===== src/rtl/dem_sequencer.sv =====
`default_nettype none
// ============================================================================
// Module      : dem_sequencer
// Description : Run/pause/direction controller for the 8-bit up/down display
//               counter. It debounces the run button and direction switch,
//               issues a one-cycle count enable at the step rate, and stops
//               or reverses the counter at the programmable limits.
// Revision    : 1.0 - initial release
// ============================================================================
module dem_sequencer #(
   parameter int         STEP_DIV  = 50_000_000,
   parameter int         DB_CYCLES = 1_000_000,
   parameter logic [7:0] UPPER     = 8'hFF,
   parameter logic [7:0] LOWER     = 8'h00
) (
   input  logic       clk,
   input  logic       rst_n,
   input  logic       i_btn_run,
   input  logic       i_sw_ud,
   input  logic       i_sw_mode,
   input  logic [7:0] i_cnt_q,
   output logic       o_cnt_en,
   output logic       o_cnt_up,
   output logic       o_cnt_clr,
   output logic [1:0] o_state,
   output logic       o_at_limit
);

   localparam int                c_PSC_W    = $clog2(STEP_DIV);
   localparam int                c_DB_W     = $clog2(DB_CYCLES + 1);
   localparam logic [c_PSC_W-1:0] c_PSC_LAST = c_PSC_W'(STEP_DIV - 1);
   localparam logic [c_DB_W-1:0]  c_DB_LAST  = c_DB_W'(DB_CYCLES - 1);

   typedef enum logic [1:0] {
      S_IDLE  = 2'b00,
      S_RUN   = 2'b01,
      S_PAUSE = 2'b10,
      S_HOLD  = 2'b11
   } state_t;

   logic [1:0]         r_rst_sync;
   logic               w_rst_n;
   logic [1:0]         r_btn_sync;
   logic [1:0]         r_ud_sync;
   logic [1:0]         r_mode_sync;
   logic [1:0]         w_raw_sync;
   logic [1:0]         w_db_lvl;
   logic [1:0]         r_db_prev;
   logic               w_press;
   logic               w_ud_chg;
   logic               r_dir;
   logic               w_at_limit;
   logic               w_tick;
   logic [c_PSC_W-1:0] r_psc;
   logic [c_PSC_W-1:0] w_psc_nxt;
   state_t             r_state;
   state_t             w_state_nxt;
   logic               r_cnt_en;
   logic               r_cnt_clr;
   logic               w_en_nxt;
   logic               w_clr_nxt;
   logic               w_flip;

   // Internal reset: asserts with rst_n, releases two clocks after rst_n rises
   always_ff @(posedge clk or negedge rst_n) begin
      if (!rst_n) r_rst_sync <= 2'b00;
      else        r_rst_sync <= {r_rst_sync[0], 1'b1};
   end
   assign w_rst_n = r_rst_sync[1];

   // Two-flop synchronizers for all raw board inputs
   always_ff @(posedge clk or negedge w_rst_n) begin
      if (!w_rst_n) begin
         r_btn_sync  <= 2'b00;
         r_ud_sync   <= 2'b00;
         r_mode_sync <= 2'b00;
      end else begin
         r_btn_sync  <= {r_btn_sync[0],  i_btn_run};
         r_ud_sync   <= {r_ud_sync[0],   i_sw_ud};
         r_mode_sync <= {r_mode_sync[0], i_sw_mode};
      end
   end

   // Bit 0 = run button, bit 1 = direction switch
   assign w_raw_sync = {r_ud_sync[1], r_btn_sync[1]};

   for (genvar gi = 0; gi < 2; gi++) begin : g_db
      logic [c_DB_W-1:0] r_cnt;
      logic              r_lvl;
      // Accept a new level only after DB_CYCLES consecutive differing samples
      always_ff @(posedge clk or negedge w_rst_n) begin
         if (!w_rst_n) begin
            r_cnt <= '0;
            r_lvl <= 1'b0;
         end else if (w_raw_sync[gi] == r_lvl) begin
            r_cnt <= '0;
         end else if (r_cnt == c_DB_LAST) begin
            r_cnt <= '0;
            r_lvl <= w_raw_sync[gi];
         end else begin
            r_cnt <= r_cnt + 1'b1;
         end
      end
      assign w_db_lvl[gi] = r_lvl;
   end

   // Previous debounced levels for edge detection
   always_ff @(posedge clk or negedge w_rst_n) begin
      if (!w_rst_n) r_db_prev <= 2'b00;
      else          r_db_prev <= w_db_lvl;
   end

   assign w_press  = w_db_lvl[0] & ~r_db_prev[0];
   assign w_ud_chg = w_db_lvl[1] ^ r_db_prev[1];

   // Direction follows switch changes; a bounce at a limit inverts it
   always_ff @(posedge clk or negedge w_rst_n) begin
      if (!w_rst_n)      r_dir <= 1'b1;
      else if (w_ud_chg) r_dir <= w_db_lvl[1];
      else if (w_flip)   r_dir <= ~r_dir;
   end

   assign w_at_limit = r_dir ? (i_cnt_q == UPPER) : (i_cnt_q == LOWER);
   assign w_tick     = (r_state == S_RUN) && (r_psc == c_PSC_LAST);

   // Next state, prescaler and strobes; a press in RUN freezes the prescaler
   always_comb begin
      w_state_nxt = r_state;
      w_psc_nxt   = r_psc;
      w_en_nxt    = 1'b0;
      w_clr_nxt   = 1'b0;
      w_flip      = 1'b0;
      case (r_state)
         S_IDLE, S_HOLD: begin
            w_psc_nxt = '0;
            if (w_press) begin
               w_state_nxt = S_RUN;
               w_clr_nxt   = 1'b1;
            end
         end
         S_RUN: begin
            if (w_press) begin
               w_state_nxt = S_PAUSE;
            end else begin
               w_psc_nxt = w_tick ? '0 : r_psc + 1'b1;
               if (w_tick) begin
                  if (!w_at_limit) begin
                     w_en_nxt = 1'b1;
                  end else if (r_mode_sync[1]) begin
                     w_en_nxt = 1'b1;
                     w_flip   = 1'b1;
                  end else begin
                     w_state_nxt = S_HOLD;
                  end
               end
            end
         end
         S_PAUSE: begin
            if (w_press) w_state_nxt = S_RUN;
         end
         default: w_state_nxt = S_IDLE;
      endcase
   end

   // State, prescaler and registered output strobes
   always_ff @(posedge clk or negedge w_rst_n) begin
      if (!w_rst_n) begin
         r_state   <= S_IDLE;
         r_psc     <= '0;
         r_cnt_en  <= 1'b0;
         r_cnt_clr <= 1'b0;
      end else begin
         r_state   <= w_state_nxt;
         r_psc     <= w_psc_nxt;
         r_cnt_en  <= w_en_nxt;
         r_cnt_clr <= w_clr_nxt;
      end
   end

   assign o_cnt_en   = r_cnt_en;
   assign o_cnt_clr  = r_cnt_clr;
   assign o_cnt_up   = r_dir;
   assign o_state    = r_state;
   assign o_at_limit = w_at_limit;

endmodule
`default_nettype wire


===== config.mk =====
export PLATFORM = sky130hd
export DESIGN_NAME = dem_sequencer
export DESIGN_NICKNAME = d
export VERILOG_FILES = /design/src/rtl/dem_sequencer.sv
export SDC_FILE = /design/constraint.sdc
export NUM_CORES = 1
export LEC_CHECK = 0
export CAP_MARGIN = 20
export CORE_AREA = 2 2 99 101
export DETAILED_ROUTE_END_ITERATION = 12
export DIE_AREA = 0 0 101 103
export GPL_TIMING_DRIVEN = 0
export PLACE_DENSITY = 0.65
export SYNTH_ARGS = -nofsm -noshare
export SYNTH_HDL_FRONTEND = slang
export SYNTH_SLANG_ARGS = --single-unit
export TNS_END_PERCENT = 50

===== constraint.sdc =====
create_clock -name clk -period 7.75 [get_ports clk]
set_input_delay 1.55 -clock clk [delete_from_list [all_inputs] [get_ports clk]]
set_output_delay 1.55 -clock clk [all_outputs]
set_load 0.02 [all_outputs]

==> out/metrics.yaml <==
grt_pass1_vias: 2995
cap_violations: 0
core_sq_um: 9459
grt_overflow: 0
status: "complete, no violations"
cts_tree: "done"
setup.worst_path.start_class: "input port"
synth_area_sq_um: 4131
ys_types: 50
gp_congestion: 0.7972
hold_viol_final: 0
fin_util_pct: 49.55
antenna_found_initial: 0
r2r-end: "r_psc[5]$_DFFE_PN0P_"
htree_num_levels: 3
vias: 3046
reg2regPathDepth: 6
clk_pin_slew_worst_paths_ns: 0.09
worst_pin_slew_ns: 0.5269
hold_buffers: 0
synth_seq_area_share_pct: 50.30
antenna_cells: 0
grt_max_degree: 53
fin_crit_sh_pct: 62.15
clkSinkCount: 83
powerDensity_nw_per_um2: 167.2
hpwl_um: 5699
ff_latch_area_sq_um: 2082
routed_wl_um: 8005
pin_count: 19
fmax_ghz: 0.2076
worstSkewPairLatency_ns: 0.36
ys_warn_count: 0
required_ns: 6.20
layout-drive-gt1-share_pct: 9.843
vdd.ir_drop.worst_mv: 0.1464
placed_area_sq_um: 4486
clockRootBuffer: "clkbuf_8"
met3_usage_pct: 3.254
critPathKind: "in -> out"
synth-main-ff-cell: "dfrtp_1"
rsz0062_at_grt: "no"
hold_class: "reg -> async"
final_common_cell: "dfrtp_1"
syn-num-nets: 429
avgSynthCellArea_sq_um: 10.03
drc: 0
io_buffers: 18
numCtsBuffers: 9
die-area_sq_um: 10400
use_met2_pct: 28.00
die_h_um: 103
ys_seq_elements: 83
die_x_um: 101
synth-async-reset-ratio_pct: 100.0
slew_headroom_pct: 64.75
met1_usage_pct: 22.13
power_leakage_nw: 1.972
gr-max-usage-layer: "met2"
arrival_ns: 3.27
final_nets: 459
drt-initial-drc-count: 144
multi_input_area_sq_um: 1927
final_cell_mix: "dfrtp_1 (81), nor2_1 (56), nand3_1 (30)"
first_pass_iters: 6
routed_via_density: 5.430
clockBufferDepth: 2
setup_viol: 0
cp_max_fo: 2
drtAntennaViolNets: 0
post_cts_buffers: 0
filler_cell_count: 867
ff2ff_setup_slack_ns: 5.65
synth-edff-count: 0
wire_per_inst_um: 14.27
grt_pass1_wl_um: 13910
fin_skew_ns: 0.01499
period_needed_ns: 4.817
r2r-start: "r_psc[0]$_DFFE_PN0P_"
design_area_sq_um: 4687
finalPower_mw: 0.7837
initial_core_util_pct: 43.68
synth_cells: 412
slew_violations: 0
cts_resized: 0
area_growth_pct: 13.45
num_rows: 36
critPathCaptureType: "output pin"
grt_use_total_pct: 16.75
final.setup.tns_ns: 0
==> routing by layer <==
| metal | wire [um] | up-vias | share of wire (%) |
|---|---|---|---|
| met5 | 0 | - | 0 |
| met4 | 116 | 0 | 1.4 |
| met3 | 207 | 13 | 2.6 |
| met2 | 3898 | 40 | 49 |
| met1 | 3782 | 1477 | 47 |
| li1 | - | 1516 | - |
==> report_power, final <==
| part | leakage (nW) | total [mW] | switching, mW | internal, mW |
|---|---|---|---|---|
| clock network | 0.0987 | 0.315 | 0.158 | 0.158 |
| registers | 1.12 | 0.444 | 0.00629 | 0.437 |
| logic | 0.752 | 0.0246 | 0.0135 | 0.0111 |
==> cell type report <==
type / count / area share [%]
plain buffers: 12 / 1.495
repair buffers: 19 / 4.431
flip-flops and latches: 83 / 44.42
clock inverters: 6 / 1.361
well taps: 114 / 3.043
clock buffers: 10 / 2.936
inverters: 15 / 1.201
multi-input cells: 302 / 41.11
==> how the worst max path moves through the flow <==
stage / slack, ns / endpoint / cells after the start / start
finish: 2.93 / o_at_limit / 5 / i_cnt_q[3]
global route: 2.79 / o_at_limit / 5 / i_cnt_q[3]
CTS: 2.91 / o_at_limit / 5 / i_cnt_q[3]
detailed placement: 2.91 / o_at_limit / 5 / i_cnt_q[3]
global placement: 2.99 / o_at_limit / 5 / i_cnt_q[3]
floorplan: 4.02 / o_at_limit / 3 / i_cnt_q[3]
==> logic make-up (layout without fill, tap and decap cells) <==
| logic type | Yosys count | after routing | share of synthesized area [%] |
|---|---|---|---|
| and+or+nand+nor | 197 | 197 | 25.83 |
| DFF | 83 | 83 | 50.30 |
| AOI/OAI and AO/OA | 44 | 44 | 7.148 |
| xor gates and xnor gates | 43 | 43 | 9.116 |
| buffers and inverters | 27 | 62 | 3.058 |
| muxes | 12 | 12 | 2.998 |
| adders and majority gates | 5 | 5 | 1.454 |
| other | 1 | 1 | 0.09077 |
==> stage by stage <==
stage / hold slack [ns] / std cells / setup slack [ns]
floorplan: 0.3312 / 412 / 4.020
global placement: 0.3316 / 544 / 2.987
detailed placement: 0.2768 / 545 / 2.914
CTS: 0.2864 / 561 / 2.907
global route: 0.3164 / 561 / 2.786
finish: 0.2685 / 561 / 2.933
==> synth_stat cells, types with 2 or more instances <==
library cell	number	share of area [%]
dfrtp_1	82	50
nor2_1	56	5.1
nand3_1	30	3.6
nand2_1	27	2.5
xnor2_1	23	4.9
xor2_1	20	4.2
a21oi_1	15	1.8
inv_1	15	1.4
nand4_1	15	2.3
and3_1	12	1.8
mux2i_1	9	2.2
nor3_1	9	1.1
nor4_1	9	1.4
a31oi_1	8	1.2
buf_2	8	0.97
and4_1	7	1.5
and2_1	6	0.91
o21ai_0	6	0.73
or3_1	5	0.76
ha_1	4	1.2
nand2b_1	4	0.61
mux2_2	3	0.82
nand4_2	3	0.91
nor2b_1	3	0.45
a21o_1	2	0.36
a22o_1	2	0.42
buf_4	2	0.36
nor3_4	2	0.79
nor4b_1	2	0.42
nor4b_2	2	0.73
o22ai_1	2	0.30
==> state kept, by name, summed over array words and instances (netlist names) <==
register / flops
g_db.r_cnt: 40
g_db.r_lvl: 2
o_cnt_clr: 1
o_cnt_en: 1
o_cnt_up: 1
o_state: 2
r_btn_sync: 2
r_db_prev: 2
r_mode_sync: 2
r_psc: 26
r_rst_sync: 2
r_ud_sync: 2
==> critical path, cell delays in order <==
cell and delay (ns):
clkdlybuf4s50_1 0.42, nor4_1 0.44, nand3_1 0.17, nand2_1 0.09, clkdlybuf4s50_1 0.59
(Power assumes the default switching activity.)
==> RTL change 1, RTL diff (same settings) <==
Reset style: synchronous (`rst_n` and `w_rst_n`), changed in 6 clocked blocks.
--- a/src/rtl/dem_sequencer.sv
+++ b/src/rtl/dem_sequencer.sv
@@ -62,14 +62,14 @@
    logic               w_flip;
 
    // Internal reset: asserts with rst_n, releases two clocks after rst_n rises
-   always_ff @(posedge clk or negedge rst_n) begin
+   always_ff @(posedge clk) begin
       if (!rst_n) r_rst_sync <= 2'b00;
       else        r_rst_sync <= {r_rst_sync[0], 1'b1};
    end
    assign w_rst_n = r_rst_sync[1];
 
    // Two-flop synchronizers for all raw board inputs
-   always_ff @(posedge clk or negedge w_rst_n) begin
+   always_ff @(posedge clk) begin
       if (!w_rst_n) begin
          r_btn_sync  <= 2'b00;
          r_ud_sync   <= 2'b00;
@@ -88,7 +88,7 @@
       logic [c_DB_W-1:0] r_cnt;
       logic              r_lvl;
       // Accept a new level only after DB_CYCLES consecutive differing samples
-      always_ff @(posedge clk or negedge w_rst_n) begin
+      always_ff @(posedge clk) begin
          if (!w_rst_n) begin
             r_cnt <= '0;
             r_lvl <= 1'b0;
@@ -105,7 +105,7 @@
    end
 
    // Previous debounced levels for edge detection
-   always_ff @(posedge clk or negedge w_rst_n) begin
+   always_ff @(posedge clk) begin
       if (!w_rst_n) r_db_prev <= 2'b00;
       else          r_db_prev <= w_db_lvl;
    end
@@ -114,7 +114,7 @@
    assign w_ud_chg = w_db_lvl[1] ^ r_db_prev[1];
 
    // Direction follows switch changes; a bounce at a limit inverts it
-   always_ff @(posedge clk or negedge w_rst_n) begin
+   always_ff @(posedge clk) begin
       if (!w_rst_n)      r_dir <= 1'b1;
       else if (w_ud_chg) r_dir <= w_db_lvl[1];
       else if (w_flip)   r_dir <= ~r_dir;
@@ -163,7 +163,7 @@
    end
 
    // State, prescaler and registered output strobes
-   always_ff @(posedge clk or negedge w_rst_n) begin
+   always_ff @(posedge clk) begin
       if (!w_rst_n) begin
          r_state   <= S_IDLE;
          r_psc     <= '0;
Formal check against the unedited RTL: no difference found for any inputs over 10 cycles, from zero or initial values and one cycle with rst_n low; that may be too few to reach the edited logic, so the function may still have changed.
==> RTL change 1 against the original RTL <==
First-iteration DRC count decreased by 22%; die area is the same; sequential cell count did not move; routed wire length decreased by 0.46%; synthesized cell count grew 8.5%; cell area down 5.7%; critical endpoint unchanged; fmax decreased by 4.4%; count of clock-buffer cells in the layout decreased by 1; critical path depth unchanged; setup slack worse by 0.22 ns; area after synthesis decreased by 6.4%.
Power is not compared: it rests on default switching activity, and its combinational part moved more than twofold at a synthesized area within 25%.
==> RTL change 1: results (changes against the original RTL) <==
* Run status: finished clean
* Number of global-route vias before repair at 2827 (-5.6%)
* Detailed placement HPWL at 5630 microns (-1.1%)
* CTS clk-pin slew, worst paths at 0.09 ns (about the same)
* Yosys warnings at 0 (unchanged)
* Seq/Total Area, Yosys at 0.430 (-0.0734)
* CP peak stage delay at 0.70 ns (+0.11 ns)
* CTS buffer count at 9 (unchanged)
* Worst-path maximum fanout at 2 (unchanged)
* First-pass DRT Iterations at 4 (-2)
* Layout cell share with drive strength beyond 1 at 0.0582 (-0.0402)
* Synth area leaders: dfxtp_1 (43%), nor2_1 (7.1%), xnor2_1 (6.3%), xor2_1 (4.8%), nand4_1 (3.7%)
* N_diodes at 0 (unchanged)
* Clock Skew at 0.00731 ns (-0.00768 ns)
* Netlist cell types at 59 (+18%)
* Met2 wire length at 3740 microns (-4.0%)
* Max layer used: met4
* Via density per instance at 5.40 (-0.61%)
* Worst vdd ir at between 0.1 and 0.15 mV
* Leakage at 1.45 nW
* M1 WL at 3790 microns (+0.24%)
* Synth cell count leaders: dfxtp_1 (83), nor2_1 (73), nand2_1 (33)
* Met3 wire length at 305 microns (+47%)
* Post-CTS Setup Inserts at 0 (unchanged)
* Cell count after placement at 579 (+6.2%)
* Post-cts sizing count at 0 (unchanged)
* Setup violators final at 0 (unchanged)
* Async SR Flop Fraction at 0 (-1.00)
* Skew-Pair Late Insertion Delay at around 0.37 ns
* H-tree depth at 3 (unchanged)
* First-pass GRT wire length at 13000 microns (-6.2%)
* WL final at 7970 microns (-0.46%)
* Clock root cell: clkbuf_8
* CP max-delay cell: clkdlybuf4s50_1
* Syn Nets at 464 (+8.2%)
* Syn avg cell area at 8.65 sq um (-14%)
* CTS max path bufs at 2 (unchanged)
* Slew headroom at 0.355 (-0.293)
* RePlAce Congestion at 0.873 (+9.5%)
* Largest net degree at the start of global routing at 17 (-68%)
* GRT Util Overall at 0.158 (-0.00968)
* Antenna violations before repair at 0 (unchanged)
* Via Count at 3211 (+5.4%)
* Hold WC Path Type: flip-flop to flip-flop
* Final net count at 493 (+7.4%)
* Main flop type after synthesis: dfxtp_1
* PortBufs at 18 (unchanged)
* Regs by FF count: g_db.r_cnt x40, r_psc x26
* Net Sw Power at between 0.15 and 0.2 mW
* DRT iter0 DRCs at 112 (-22%)
RTL change 1: changes by cell type after synthesis, moves of 7 or more:
cell / before / now
mux2i_1: 9 / 2
nand3_1: 30 / 21
nor2_1: 56 / 73
buf_2: 8 / 1
dfrtp_1: 82 / 0
dfxtp_1: 0 / 83
nand4_1: 15 / 23
clkbuf_1: 0 / 8
RTL change 1: metal layers:
| metal | vias up | track usage |
|---|---|---|
| met1 | 1503 | 0.199 |
| met3 | 12 | 0.0441 |
| li1 | 1651 | - |
| met4 | 0 | 0.0644 |
| met2 | 45 | 0.256 |
| met5 | - | 0 |
RTL change 1: through the flow:
stage	area (sq um)	worst slack [ns]
after global placement	4190	2.73
after CTS	4420	2.73
final	4420	2.71
after floorplan	3870	3.51
after global routing	4420	2.53
after detailed placement	4190	2.76
RTL change 1: cells by family after synthesis:
| family | after synthesis | synth area share |
|---|---|---|
| DFF | 83 | 0.430 |
| buffers and inverters | 24 | 0.0275 |
| AOI/OAI and AO/OA | 46 | 0.0822 |
| muxes | 2 | 0.00518 |
| adders and majority gates | 4 | 0.0129 |
| xor gates and xnor gates | 49 | 0.111 |
| and+or+nand+nor | 239 | 0.332 |
RTL change 1: final timing paths:
kind,startpoint,to,slack [ns],cells after the start
worst max register to register,o_state[0],r_psc[17],5.36,7
worst max-delay path,i_cnt_q[5],o_at_limit,2.71,5
worst min-delay path,r_rst_sync[0],r_rst_sync[1],0.43,1
worst min register to register,r_rst_sync[0],r_rst_sync[1],0.43,1
RTL change 1: power groups by stage:
stage | clock network [mW] | registers, mW | logic [mW]
final | 0.358 | 0.428 | 0.0122
after global routing | 0.385 | 0.428 | 0.0134
after floorplan | 0 | 0.438 | 0.00400
after CTS | 0.371 | 0.428 | 0.0123
after global placement | 0 | 0.438 | 0.0120
after detailed placement | 0 | 0.438 | 0.0123
RTL change 1: critical path, delay by kind of cell:
kind / cells / cell delay, ns
buffers and inverters: 2 / 1.12
AND/OR/NAND/NOR: 2 / 0.45
AO/OA/AOI/OAI: 1 / 0.36
RTL change 1: layout make-up:
class	count	area, sq um
timing repair buffer	18	180
buffer	12	61.3
clock buffer	9	124
inverter	12	45.0
sequential	83	1660
clock inverter	7	105
fill	929	5040
multi-input combinational	340	2100
tap	114	143
==> RTL change 2, RTL diff (config.mk and constraints unchanged) <==
Made on the original files. The parameter `STEP_DIV` goes from 50_000_000 to 25_000_000.
--- a/src/rtl/dem_sequencer.sv
+++ b/src/rtl/dem_sequencer.sv
@@ -8,7 +8,7 @@
 // Revision    : 1.0 - initial release
 // ============================================================================
 module dem_sequencer #(
-   parameter int         STEP_DIV  = 50_000_000,
+   parameter int         STEP_DIV  = 25_000_000,
    parameter int         DB_CYCLES = 1_000_000,
    parameter logic [7:0] UPPER     = 8'hFF,
    parameter logic [7:0] LOWER     = 8'h00
Check against the original RTL: no difference found for any inputs over 10 cycles, from zero or initial values and one cycle with rst_n low; that may be too few to reach the edited logic, so the function may still have changed.
==> RTL change 2 against the original RTL <==
Area after synthesis fell by 2.3%; sequential cell count fell by 1; first-iteration DRC count fell by 1.4%; setup slack got worse by 0.10 ns; critical path depth did not move; critical endpoint unchanged; power fell by 0.19%; hold slack improved by 0.061 ns; via count rose by 2.6%; sequential share of layout area rose by 0.42 points; routed wire length rose by 2.8%; clock skew fell by 0.00089 ns; cell area fell by 2.1%.
==> RTL change 2: results (changes against the original RTL) <==
* Run status: finished clean
* Worst-margin pin slew at 1.01 ns (+0.487 ns)
* Regs by FF count: g_db.r_cnt x40, r_psc x25
* Sequential cell area at 2060 sq um (-1.2%)
* Multi-input gate count at 308 (+2.0%)
* #FFs+latches synth at 82 (-1.2%)
* RePlAce Congestion at 0.850 (+6.6%)
* DRT iter0 DRCs at 142 (-1.4%)
* Layout cell share with drive strength beyond 1 at 0.0730 (-0.0254)
* Final worst slack at 2.83 ns (-0.101 ns)
* Post-layout util at 0.485 (-0.0106)
* Met2 wire length at 3980 microns (+2.1%)
* Fill cells at 886 (+2.2%)
* WL final at 8230 microns (+2.8%)
* Clock Skew at 0.0141 ns (-0.000887 ns)
* Placed Area at 4380 sq um (-2.3%)
* Post-CTS Setup Inserts at 0 (unchanged)
* Final net count at 464 (+1.1%)
* First-pass GRT wire length at 14300 microns (+2.5%)
* Buffering overhead at 0.0581 (-0.00116)
* Non-clk invs at 13 (-2)
* CTS buffer count at 9 (unchanged)
* Netlist cell types at 49 (-2.0%)
* Clock network share of area at 0.0445 (+0.00148)
* CP arrival at 3.37 ns (+0.10 ns)
* R2R Setup Slk at 5.30 ns (-0.35 ns)
* Count of non-CTS buffers in the layout at 33 (+6.5%)
* Via Count at 3125 (+2.6%)
* N_diodes at 0 (unchanged)
* Clk_buf instances at 11 (+1)
* Worst-path maximum fanout at 4 (+2)
* First-pass DRT Iterations at 4 (-2)
* Multi-input gate share of total cell area at 0.407 (-0.00385)
* Largest net degree at the start of global routing at 45 (-15%)
* Delay-heaviest family, CP: buffers and inverters
* Number of global-route vias before repair at 2984 (-0.37%)
* GRT Util Overall at 0.175 (+0.00746)
* CP peak stage delay at 0.63 ns (+0.04 ns)
* Synth area leaders: dfrtp_1 (50%), nor2_1 (5.1%), xor2_1 (4.8%), xnor2_1 (3.7%), nand3_1 (3.3%)
* Met3 wire length at 205 microns (-0.97%)
* Skew-Pair Late Insertion Delay at 0.36 ns (about the same)
* Seq/Total Area, Yosys at 0.509 (+0.00565)
* Detailed placement HPWL at 5860 microns (+2.7%)
* Synth cell count leaders: dfrtp_1 (81), nor2_1 (55), nand2_1 (31)
* M1 WL at 3880 microns (+2.5%)
* Leakage at 1.86 nW (-5.8%)
* PortBufs at 18 (unchanged)
* Post-cts sizing count at 0 (unchanged)
* Worst vdd ir at 0.157 mV (+7.5%)
* Syn Nets at 434 (+1.2%)
==> RTL change 2: cell types whose count changed after synthesis, moves of 4 or more <==
cell / delta
and2_1: -4
and4_1: -4
nand2_1: +4
a31oi_1: +6
buf_2: -6
nor3_1: +5
o21ai_0: +7
clkbuf_1: +10
xnor2_1: -6
mux2i_1: -7
==> RTL change 2: per-stage QoR <==
stage               hold slack [ns]  std cells
finish                        0.329        566
global route                  0.351        566
CTS                           0.349        566
detailed placement            0.340        550
global placement              0.333        549
floorplan                     0.331        417
==> RTL change 2: cells by family after synthesis <==
logic type | count (synthesis) | share of synthesized area
other | 1 | 0.000929
and+or+nand+nor | 195 | 0.249
DFF | 82 | 0.509
xor gates and xnor gates | 39 | 0.0846
buffers and inverters | 27 | 0.0285
muxes | 4 | 0.0105
AOI/OAI and AO/OA | 64 | 0.103
adders and majority gates | 5 | 0.0149
==> RTL change 2: metal layers <==
metal  vias up  GRT usage
li1       1550          -
met1      1518      0.231
met2        45      0.288
met3        12     0.0292
met4         0     0.0728
met5         -          0
==> RTL change 2: power by group <==
part	total [mW]	switching, mW	internal [mW]	leakage [nW]
clock	0.321	0.161	0.160	0.0962
sequential	0.439	0.00703	0.432	1.11
combinational	0.0218	0.0117	0.0101	0.654
==> RTL change 2: final timing paths <==
kind | startpoint | end | cells past startpoint
worst min-delay path | r_rst_sync[1] | r_btn_sync[0] | 0
worst min register to register | r_rst_sync[1] | r_btn_sync[0] | 0
min in group clk | r_ud_sync[0] | r_ud_sync[1] | 0
worst max-delay path | i_cnt_q[1] | o_at_limit | 5
max in group asynchronous | rst_n | r_rst_sync[1] | 1
worst max register to register | r_psc[6] | r_psc[13] | 7
